<file path="config.mk">
export PLATFORM = sky130hd
export DESIGN_NAME = turn_seq
export DESIGN_NICKNAME = d
export VERILOG_FILES = /design/src/rtl/turn_seq_pkg.sv /design/src/rtl/turn_seq_tick_gen.sv /design/src/rtl/turn_seq.sv
export SDC_FILE = /design/constraint.sdc
export NUM_CORES = 1
export LEC_CHECK = 0
export CAP_MARGIN = 5
export CORE_UTILIZATION = 45
export DETAILED_ROUTE_END_ITERATION = 8
export GPL_ROUTABILITY_DRIVEN = 0
export HOLD_SLACK_MARGIN = 0.12
export PLACE_DENSITY = 0.65
export SYNTH_ARGS = -nofsm -noshare
export SYNTH_HDL_FRONTEND = slang
export SYNTH_HIERARCHICAL = 1
export SYNTH_SLANG_ARGS = --single-unit
</file>
<file path="constraint.sdc">
create_clock -name clock -period 3.05 [get_ports clock]
set_input_delay 0.61 -clock clock [delete_from_list [all_inputs] [get_ports clock]]
set_output_delay 0.61 -clock clock [all_outputs]
set_load 0.01 [all_outputs]
</file>
<file path="src/rtl/turn_seq_pkg.sv">
// -----------------------------------------------------------------------------
// turn_seq_pkg
// Shared types and helpers for the turn-signal sequencer.
//   mode_e        : decoded operating mode of the sequencer
//   fill_lsb()    : progressive fill pattern growing from bit 0 upwards
//   fill_msb()    : progressive fill pattern growing from bit lamps-1 downwards
//   presc_width() : counter width needed for a prescaler of tick_div states
// Patterns are returned 8 bits wide (the largest supported lamp count); bits at
// or above the lamp count are always zero.
// -----------------------------------------------------------------------------
package turn_seq_pkg;

    typedef enum logic [2:0] {
        IDLE   = 3'd0,
        LEFT   = 3'd1,
        RIGHT  = 3'd2,
        HAZARD = 3'd3,
        ERROR  = 3'd4
    } mode_e;

    localparam int MAX_LAMPS = 8;

    function automatic logic [7:0] fill_lsb(input int k, input int lamps);
        logic [7:0] res;
        res = 8'd0;
        for (int i = 0; i < MAX_LAMPS; i++) begin
            if ((i < k) && (i < lamps)) begin
                res[i] = 1'b1;
            end else begin
                res[i] = 1'b0;
            end
        end
        return res;
    endfunction

    function automatic logic [7:0] fill_msb(input int k, input int lamps);
        logic [7:0] res;
        res = 8'd0;
        for (int i = 0; i < MAX_LAMPS; i++) begin
            if ((i < lamps) && (i >= (lamps - k))) begin
                res[i] = 1'b1;
            end else begin
                res[i] = 1'b0;
            end
        end
        return res;
    endfunction

    function automatic int presc_width(input int tick_div);
        int w;
        w = $clog2(tick_div);
        if (w < 1) begin
            w = 1;
        end else begin
            w = w;
        end
        return w;
    endfunction

endpackage

</file>
<file path="src/rtl/turn_seq_tick_gen.sv">
// -----------------------------------------------------------------------------
// turn_tick_gen
// Step prescaler. Counts 0..TICK_DIV-1 and flags the cycle on which the count
// sits at TICK_DIV-1 so the sequencer advances on that edge.
// Ports:
//   clock   : system clock, rising edge
//   reset_n : asynchronous active-low reset
//   clear   : forces the count to 0 and suppresses tick (mode entry / idle)
//   tick    : high in the cycle whose closing edge advances the step
// tick is deliberately combinational: it has to coincide with the edge on
// which the counter wraps, and it only feeds the sequencer's own flops.
// -----------------------------------------------------------------------------
module turn_tick_gen
    import turn_seq_pkg::*;
#(
    parameter int TICK_DIV = 1
) (
    input  logic clock,
    input  logic reset_n,
    input  logic clear,
    output logic tick
);

    localparam int PW = presc_width(TICK_DIV);

    logic [PW-1:0] cnt_r;
    logic [PW-1:0] cnt_next_s;
    logic          at_end_s;

    // Wrap detection and next-count selection.
    always_comb begin
        at_end_s   = (cnt_r == PW'(TICK_DIV - 1));
        tick       = 1'b0;
        cnt_next_s = cnt_r;
        if (clear) begin
            tick       = 1'b0;
            cnt_next_s = '0;
        end else if (at_end_s) begin
            tick       = 1'b1;
            cnt_next_s = '0;
        end else begin
            tick       = 1'b0;
            cnt_next_s = cnt_r + PW'(1);
        end
    end

    // Prescaler count register.
    always_ff @(posedge clock or negedge reset_n) begin
        if (!reset_n) begin
            cnt_r <= '0;
        end else begin
            cnt_r <= cnt_next_s;
        end
    end

endmodule

</file>
<file path="src/rtl/turn_seq.sv">
// -----------------------------------------------------------------------------
// turn_seq
// Parametrised turn-signal sequencer with prescaled steps, hazard mode,
// registered error flag and optional brake overlay.
// Parameters:
//   LAMPS    : lamps per side (2..8)
//   TICK_DIV : clock cycles per sequence step (>=1)
// Ports:
//   clock    : system clock, rising edge
//   reset_n  : asynchronous active-low reset
//   left     : left turn request (synchronous level)
//   right    : right turn request (synchronous level)
//   hazard   : hazard request (synchronous level)
//   brake    : brake light request, present only with TURN_SEQ_BRAKE_EN
//   l_signal : left lamps, bit 0 innermost (registered)
//   r_signal : right lamps, bit LAMPS-1 innermost (registered)
//   error    : high while left and right are both requested (registered)
// Build option: define TURN_SEQ_BRAKE_EN to add the brake input and overlay.
// -----------------------------------------------------------------------------
module turn_seq
    import turn_seq_pkg::*;
#(
    parameter int LAMPS    = 3,
    parameter int TICK_DIV = 1
) (
    input  logic             clock,
    input  logic             reset_n,
    input  logic             left,
    input  logic             right,
    input  logic             hazard,
`ifdef TURN_SEQ_BRAKE_EN
    input  logic             brake,
`endif
    output logic [LAMPS-1:0] l_signal,
    output logic [LAMPS-1:0] r_signal,
    output logic             error
);

    mode_e            mode_r;
    mode_e            mode_s;
    logic [3:0]       step_r;
    logic [3:0]       step_next_s;
    logic             entry_s;
    logic             tick_s;
    logic             clear_s;
    logic             brake_s;
    logic [7:0]       lsb_s;
    logic [7:0]       msb_s;
    logic [LAMPS-1:0] l_next_s;
    logic [LAMPS-1:0] r_next_s;
    logic             err_next_s;
    logic             unused_s;

`ifdef TURN_SEQ_BRAKE_EN
    assign brake_s = brake;
`else
    assign brake_s = 1'b0;
`endif

    // Priority mode decode and mode-entry / prescaler-clear detection.
    always_comb begin
        if (hazard) begin
            mode_s = HAZARD;
        end else if (left && right) begin
            mode_s = ERROR;
        end else if (left) begin
            mode_s = LEFT;
        end else if (right) begin
            mode_s = RIGHT;
        end else begin
            mode_s = IDLE;
        end
        entry_s = (mode_s != mode_r);
        clear_s = entry_s || (mode_s == IDLE);
    end

    turn_tick_gen #(
        .TICK_DIV (TICK_DIV)
    ) u_tick_gen (
        .clock   (clock),
        .reset_n (reset_n),
        .clear   (clear_s),
        .tick    (tick_s)
    );

    // Step sequencing: 1 -> ... -> LAMPS -> 0 -> 1, restarted at 1 on entry.
    always_comb begin
        step_next_s = step_r;
        if (mode_s == IDLE) begin
            step_next_s = 4'd0;
        end else if (entry_s) begin
            step_next_s = 4'd1;
        end else if (tick_s) begin
            if (step_r == 4'(LAMPS)) begin
                step_next_s = 4'd0;
            end else begin
                step_next_s = step_r + 4'd1;
            end
        end else begin
            step_next_s = step_r;
        end
    end

    // Lamp pattern selection; patterns come from the next step so the lamps
    // change on the same edge as the step.
    always_comb begin
        lsb_s      = fill_lsb(int'(step_next_s), LAMPS);
        msb_s      = fill_msb(int'(step_next_s), LAMPS);
        unused_s   = ^{lsb_s, msb_s};
        l_next_s   = '0;
        r_next_s   = '0;
        err_next_s = (mode_s == ERROR);
        case (mode_s)
            IDLE: begin
                l_next_s = brake_s ? '1 : '0;
                r_next_s = brake_s ? '1 : '0;
            end
            LEFT: begin
                l_next_s = lsb_s[LAMPS-1:0];
                r_next_s = brake_s ? '1 : '0;
            end
            RIGHT: begin
                l_next_s = brake_s ? '1 : '0;
                r_next_s = msb_s[LAMPS-1:0];
            end
            HAZARD: begin
                // Both sides always equal, so l_signal alone holds the phase.
                if (entry_s) begin
                    l_next_s = '1;
                    r_next_s = '1;
                end else if (tick_s) begin
                    l_next_s = (l_signal == '0) ? '1 : '0;
                    r_next_s = (l_signal == '0) ? '1 : '0;
                end else begin
                    l_next_s = l_signal;
                    r_next_s = r_signal;
                end
            end
            ERROR: begin
                l_next_s = brake_s ? '1 : '0;
                r_next_s = brake_s ? '1 : '0;
            end
            default: begin
                l_next_s = '0;
                r_next_s = '0;
            end
        endcase
    end

    // Mode, step and output registers.
    always_ff @(posedge clock or negedge reset_n) begin
        if (!reset_n) begin
            mode_r   <= IDLE;
            step_r   <= 4'd0;
            l_signal <= '0;
            r_signal <= '0;
            error    <= 1'b0;
        end else begin
            mode_r   <= mode_s;
            step_r   <= step_next_s;
            l_signal <= l_next_s;
            r_signal <= r_next_s;
            error    <= err_next_s;
        end
    end

endmodule

</file>
After elaboration in Yosys (flattened, before gate mapping)
Index checks and enable logic that the tools add are counted.
W data, S select, Z words.
- register bits after elaboration: 15
- bits in latches: 0
- RAM bits: 0
- ROM bits: 0
- input bits: 5
- output and inout bits: 7
- word-level logic and storage cells: 49
- memories: 0
- add/subtract/negate cells: 3
- $mul: 0
- divide/modulo/power cells: 0
- order comparisons: 6
- eq/ne operators: 7
- shifts and indexed selects: 0
- multiplexer cells: 23
- bitwise operators: 0
- reductions and logical operators: 4
- operators with widths (operator ; number):
    $ge A1 B32 Y1 const A ; 1
    $ge A2 B32 Y1 const A ; 1
    $ge A3 B32 Y1 const A ; 1
    $mux W3 ; 6
    $mux W4 ; 4
    $pmux W3 S2 ; 2
    $mux W1 ; 10
    $lt A1 B4 Y1 const A ; 2
    $eq A3 B2 Y1 const B ; 2
    $logic_not A3 Y1 ; 2
    $sub A2 B4 Y5 const A ; 1
    $add A4 B1 Y4 const B ; 1
    $eq A4 B2 Y1 const B ; 1
    $lt A2 B4 Y1 const A ; 1
    $eq A3 B1 Y1 const B ; 1
    $eq A3 B3 Y1 const B ; 1
    $ne A3 B3 Y1 ; 1
    $ne A3 B3 Y1 const B ; 1
    $mux W2 ; 1
    $add A1 B1 Y1 const B ; 1
    $logic_and A1 B1 Y1 ; 1
    $logic_or A1 B1 Y1 ; 1

Logic depth before layout (Yosys ltp)
- depth after elaboration: 14
- mapped depth: 14
- mapped depth without buffers: 13

Cells and area by module
Netlist, hierarchy kept.
- by module, submodules not included (module ; instances ; cells each ; area an instance (um^2) ; seq. area each (um^2)):
    turn_seq ; 1 ; 85 ; 849.6 ; 350.3
    turn_tick_gen ; 1 ; 1 ; 3.8 ; 0.0

Least setup slack after synthesis
No wires, ideal clock.
- path type: input to register
- from: in left
- to: reg r_signal[0]
- library setup time: 77 ps
- arrival: 2518 ps
- data required time: 2973 ps
- setup slack: 455 ps
- cell stages on the path: 14
- path buffers: 1
- path through: nand2b_4 o41ai_4 a21o_4 inv_2 inv_1 buf_6 o311ai_0 o21ai_0 o32ai_2 nor4_2 ha_1 inv_1 o21ai_0 a21oi_1
- word-level cells in the longest chain between the ends: 13
- elaborated cells on any way between the ends: 19
- classes of those cells: 1 x add/sub; 1 x order compare; 4 x eq/ne; 10 x mux; 3 x reduce/logical
- RTL lines (element ; RTL line ; source):
    start, declared ; turn_seq.sv:28 ; input logic left,
    $mux W3 or $logic_and A1 B1 Y1 (tied branches) ; turn_seq.sv:66, turn_seq.sv:64 ;
    $mux W3 * ; turn_seq.sv:64 ; end else if (left && right) begin
    $mux W3 * ; turn_seq.sv:62 ; if (hazard) begin
    $ne A3 B3 Y1 or $logic_not A3 Y1 (tied branches) ; n/a ;
    $logic_or A1 B1 Y1 * ; turn_seq.sv:74 ; clear_s = entry_s || (mode_s == IDLE);
    via clear_s ; turn_seq.sv:45 ; logic clear_s;
    $mux W1 * ; turn_seq_tick_gen.sv:35 ; if (clear) begin
    via tick_s ; turn_seq.sv:44 ; logic tick_s;
    $mux W4 ; turn_seq.sv:93 ; end else if (tick_s) begin
    $mux W4 ; turn_seq.sv:91 ; end else if (entry_s) begin
    $mux W4 ; turn_seq.sv:89 ; if (mode_s == IDLE) begin
    $sub A2 B4 Y5 ; n/a ;
    $ge A1 B32 Y1 ; turn_seq_pkg.sv:40 ; if ((i < lamps) && (i >= (lamps - k))) begin
    $mux W1 ; turn_seq_pkg.sv:40 ;
    $pmux W3 S2 ; turn_seq.sv:113 ; case (mode_s)
    end signal, assigned ; turn_seq.sv:162 ; r_signal <= r_next_s;
    end, declared ; turn_seq.sv:35 ; output logic [LAMPS-1:0] r_signal,
Mark *: on every way through the listed nets, which the timed path passes. The rest lies on a longest branch.
A chain may end at the register's enable or synchronous reset.

Final worst setup path
- from: in right
- to: reg r_signal[0]
- word-level cells in the longest chain between the ends: 14
- elaborated cells on any way between the ends: 20
- classes of those cells: 1 x add/sub; 1 x order compare; 4 x eq/ne; 11 x mux; 3 x reduce/logical
- RTL lines (element ; RTL line ; source):
    start, declared ; turn_seq.sv:29 ; input logic right,
    $mux W2 ; turn_seq.sv:68 ; end else if (right) begin
    $mux W3 ; turn_seq.sv:66 ; end else if (left) begin
    $mux W3 * ; turn_seq.sv:64 ;
    $mux W3 * ; turn_seq.sv:62 ;
    $ne A3 B3 Y1 or $logic_not A3 Y1 (tied branches) ; n/a ;
    $logic_or A1 B1 Y1 * ; turn_seq.sv:74 ;
    via clear_s ; turn_seq.sv:45 ;
    $mux W1 * ; turn_seq_tick_gen.sv:35 ;
    via tick_s ; turn_seq.sv:44 ;
    $mux W4 ; turn_seq.sv:93 ;
    $mux W4 ; turn_seq.sv:91 ;
    $mux W4 ; turn_seq.sv:89 ;
    $sub A2 B4 Y5 ; n/a ;
    $ge A1 B32 Y1 ; turn_seq_pkg.sv:40 ;
    $mux W1 ; turn_seq_pkg.sv:40 ;
    $pmux W3 S2 ; turn_seq.sv:113 ;
Marks and branches as above.

==> key figures <==
Final layout
  • Fill cells: 152
  • Design Area, Final: 1100 um2
  • Layout cells sized above 1: 22.3%
  • Flip-flop and latch area: 350 um2
  • Layout Area Growth over Synthesis: 28.9%
  • Total Nets Final: 121
  • Layout Cells excl Fill: 137
  • Antenna Cells: 0
  • Multi-input gate area: 450 um2

Yosys
  • Simple-gate share of the synthesized area: 21.7%
  • Synth Area in Compound Gates: 24.6%
  • Syn_nets: 93
  • Post-synthesis xor/xnor area fraction: 1.03%
  • Yosys reg bits: 14
  • Synth unique cells: 35
  • Cells after synthesis: 86
  • Avg Cell Area, Syn: 9.92 um2
  • Synth warn: 6
  • Synth Area in Adders: 2.93%
  • Largest family of logic cells by synthesized area: compound AO/OA/AOI/OAI gates
  • Mapped Area: 853 um2
  • Post-synthesis mux area share: 2.49%
  • Post-synthesis sequential area ratio: 41.1%

Clocking
  • Root buffer cell: clkbuf_4
  • # resized after CTS: 0
  • CTS tree: yes
  • Worst skew pair latency: 0.27 ns
  • Total clock buffers created by CTS: 3
  • Number of H-tree levels: 1
  • Post-CTS Setup Bufs: 0
  • Clk buf depth: 2
  • CTS sink count: 14
  • # hold bufs at CTS: 0
  • Clock Pin Slew Worst Setup and Hold Paths: 0.08 ns

Die
  • Num rows: 15
  • Die W: 45.5 um
  • Core Area: 1750 um2
  • Die height: 45.5 um
  • Initial core utilization: 48.9%
  • DIE AREA: 2070 um2
  • Ports: 12

Worst setup path
  • CP required: 3.25 ns
  • R2r startpoint: mode_r[2]
  • Worst Reg2Reg Path Length in Cells: 12
  • Worst Setup End Kind: register
  • R2R Setup Slk: 0.64 ns
  • Worst-path fanout max: 5
  • Worst r2r dst: r_signal[0]
  • Worst Setup Path Type: in2reg
  • Arr. time, crit path: 3.04 ns
  • Worst Setup Start Kind: primary input

Timing
  • Final worst-path cycle share: 93.1%
  • Worst slew pin tran: 0.640 ns
  • Number of setup violations in the final report: 0
  • Slew Viols, Final: 0
  • Final hold vios: 0
  • Clk_skew: 0.00505 ns
  • RSZ-0062 raised after global routing: false
  • Fmax: 0.352 GHz
  • Max_slew headroom: 57.2%
  • Post-route setup slack: 0.211 ns
  • Final worst path period need: 2.84 ns

Routing
  • Post-route ant nets: 0
  • Vias/cell: 5.45
  • # DRC: 0
  • Drt wl/cell: 13.0 um
  • DR vias: 746
  • Initial DRT Pass Iterations: 4
  • Drt first-iter violations: 18
  • Wirelength, routed: 1.78 mm

Place
  • Placed Area: 1080 um2
  • Place WS: -0.0730 ns
  • Detailed placement HPWL: 1.38 mm
  • Placed Cells: 134
  • Port buffer count: 11

GRT
  • Total track usage: 19.7%
  • Global route total overflow: 0
  • Number of global-route vias before repair: 676
  • Pin count of the biggest net entering global routing: 15
  • First-pass GRT wire length: 2.78 mm
  • Antenna violations before repair: 0

Power
  • Leakage: 0.484 nW
  • PwrDens: 374 nW/um2
  • VDD IR max: 0.000273 V

Worst hold path
  • Hold Path Class: reg2reg
  • Hold path cells: 2
  • Min-delay src: r_signal[1]
  • Worst Hold Path EP: r_signal[1]

Status
  • Status: finished clean

Job
  • MaxCap Viol Count: 0
synth_stat cells:
cell type,n,area (um2)
nand4_1,1,6.26
nor3b_1,3,22.5
o311ai_0,1,8.76
nor2_1,9,33.8
nand4bb_1,1,11.3
a21oi_1,5,25.0
inv_2,1,3.75
mux2_2,1,11.3
o21ai_0,4,20.0
nand2_1,4,15.0
inv_1,7,26.3
o32a_1,1,10.0
mux2i_1,1,10.0
o21ai_1,2,10.0
nand2b_1,3,18.8
o21a_1,1,7.51
a21o_1,1,7.51
o41ai_4,1,27.5
o211ai_1,2,15.0
nand3_1,3,15.0
o32ai_2,1,16.3
a31oi_1,3,18.8
or4_1,1,7.51
nand4b_1,2,17.5
dfrtp_1,14,350
o22ai_1,2,12.5
nor4_2,1,12.5
a21o_4,1,15.0
xor2_1,1,8.76
buf_6,2,22.5
ha_1,2,25.0
or3b_4,1,11.3
o31ai_1,1,7.51
nand2b_4,1,13.8
a32oi_1,1,8.76
where the power goes:
group / leakage [nW] / switching (W) / internal, W
combinational: 0.299 / 0.0000510 / 0.0000544
clock: 0.0138 / 0.0000542 / 0.0000457
sequential: 0.171 / 0.00000966 / 0.000197
total: 0.484 / 0.000115 / 0.000297
final cells by class:
| cell class | count | area share [%] |
|---|---|---|
| Clock buffer | 3 | 2.05 |
| Inverter | 8 | 2.73 |
| Multi-Input combinational cell | 62 | 41.0 |
| Sequential cell | 14 | 31.9 |
| Tap cell | 25 | 2.84 |
| Timing Repair Buffer | 25 | 19.6 |
worst max-delay path: stages:
cell             delay (ns)
clkdlybuf4s50_1        0.53
nand2b_4               0.08
o41ai_4                0.33
a21o_4                 0.14
inv_2                  0.03
inv_1                  0.11
nand3_1                0.12
o32a_1                 0.39
nor4_2                 0.15
ha_1                   0.26
inv_1                  0.05
o21ai_0                0.07
a21oi_1                0.16
registers in the layout, indices dropped and copies added (netlist names):
register / cells
error: 1
l_signal: 3
mode_r: 3
r_signal: 3
step_r: 4
through the flow:
stage          total power, W  util [%]  TNS (ns)  hold slack [ns]
4_1_cts              0.000419      63.0         0            0.551
2_1_floorplan        0.000264         -         0            0.314
3_5_place_dp         0.000316      61.7   -0.0730            0.520
3_3_place_gp         0.000313      61.7         0            0.516
5_1_grt              0.000439      63.0         0            0.581
6_report             0.000412      63.0         0            0.540
kinds of logic after synthesis:
group | count (synthesis)
AO/OA/AOI/OAI | 27
XOR/XNOR | 1
adder cells (fa/ha/maj) | 2
buffers and inverters | 10
flip-flops | 14
multiplexers | 2
AND/OR/NAND/NOR | 30
metal layers:
metal	share of wire, %	wire (um)	track usage, %
met4	0.68	12	9.09
met2	50	893	34.3
met1	45	807	22.6
met5	0	0	0
met3	3.4	61	4.76
how the worst max path moves through the flow:
stage | startpoint | cells past startpoint | to
finish | right | 13 | r_signal[0]
global route | right | 13 | r_signal[0]
CTS | right | 13 | r_signal[0]
detailed placement | right | 13 | r_signal[0]
global placement | right | 13 | r_signal[0]
floorplan | left | 14 | r_signal[0]
placed cells by master (no fill, tap or decap), drive strengths merged, types with 2 or more instances in the layout:
cell type	synthesis	routed
buf	2	14
clkbuf	0	3
nand3	3	3
ha	2	2
nand2	4	4
o22ai	2	2
dfrtp	14	14
inv	8	8
clkdlybuf4s50	0	11
nand2b	4	4
a21o	2	2
a21oi	5	5
o21ai	6	6
a31oi	3	3
nor2	9	9
nor3b	3	3
nand4b	2	2
o211ai	2	2
Note: power is estimated with default switching activity, not from simulation.
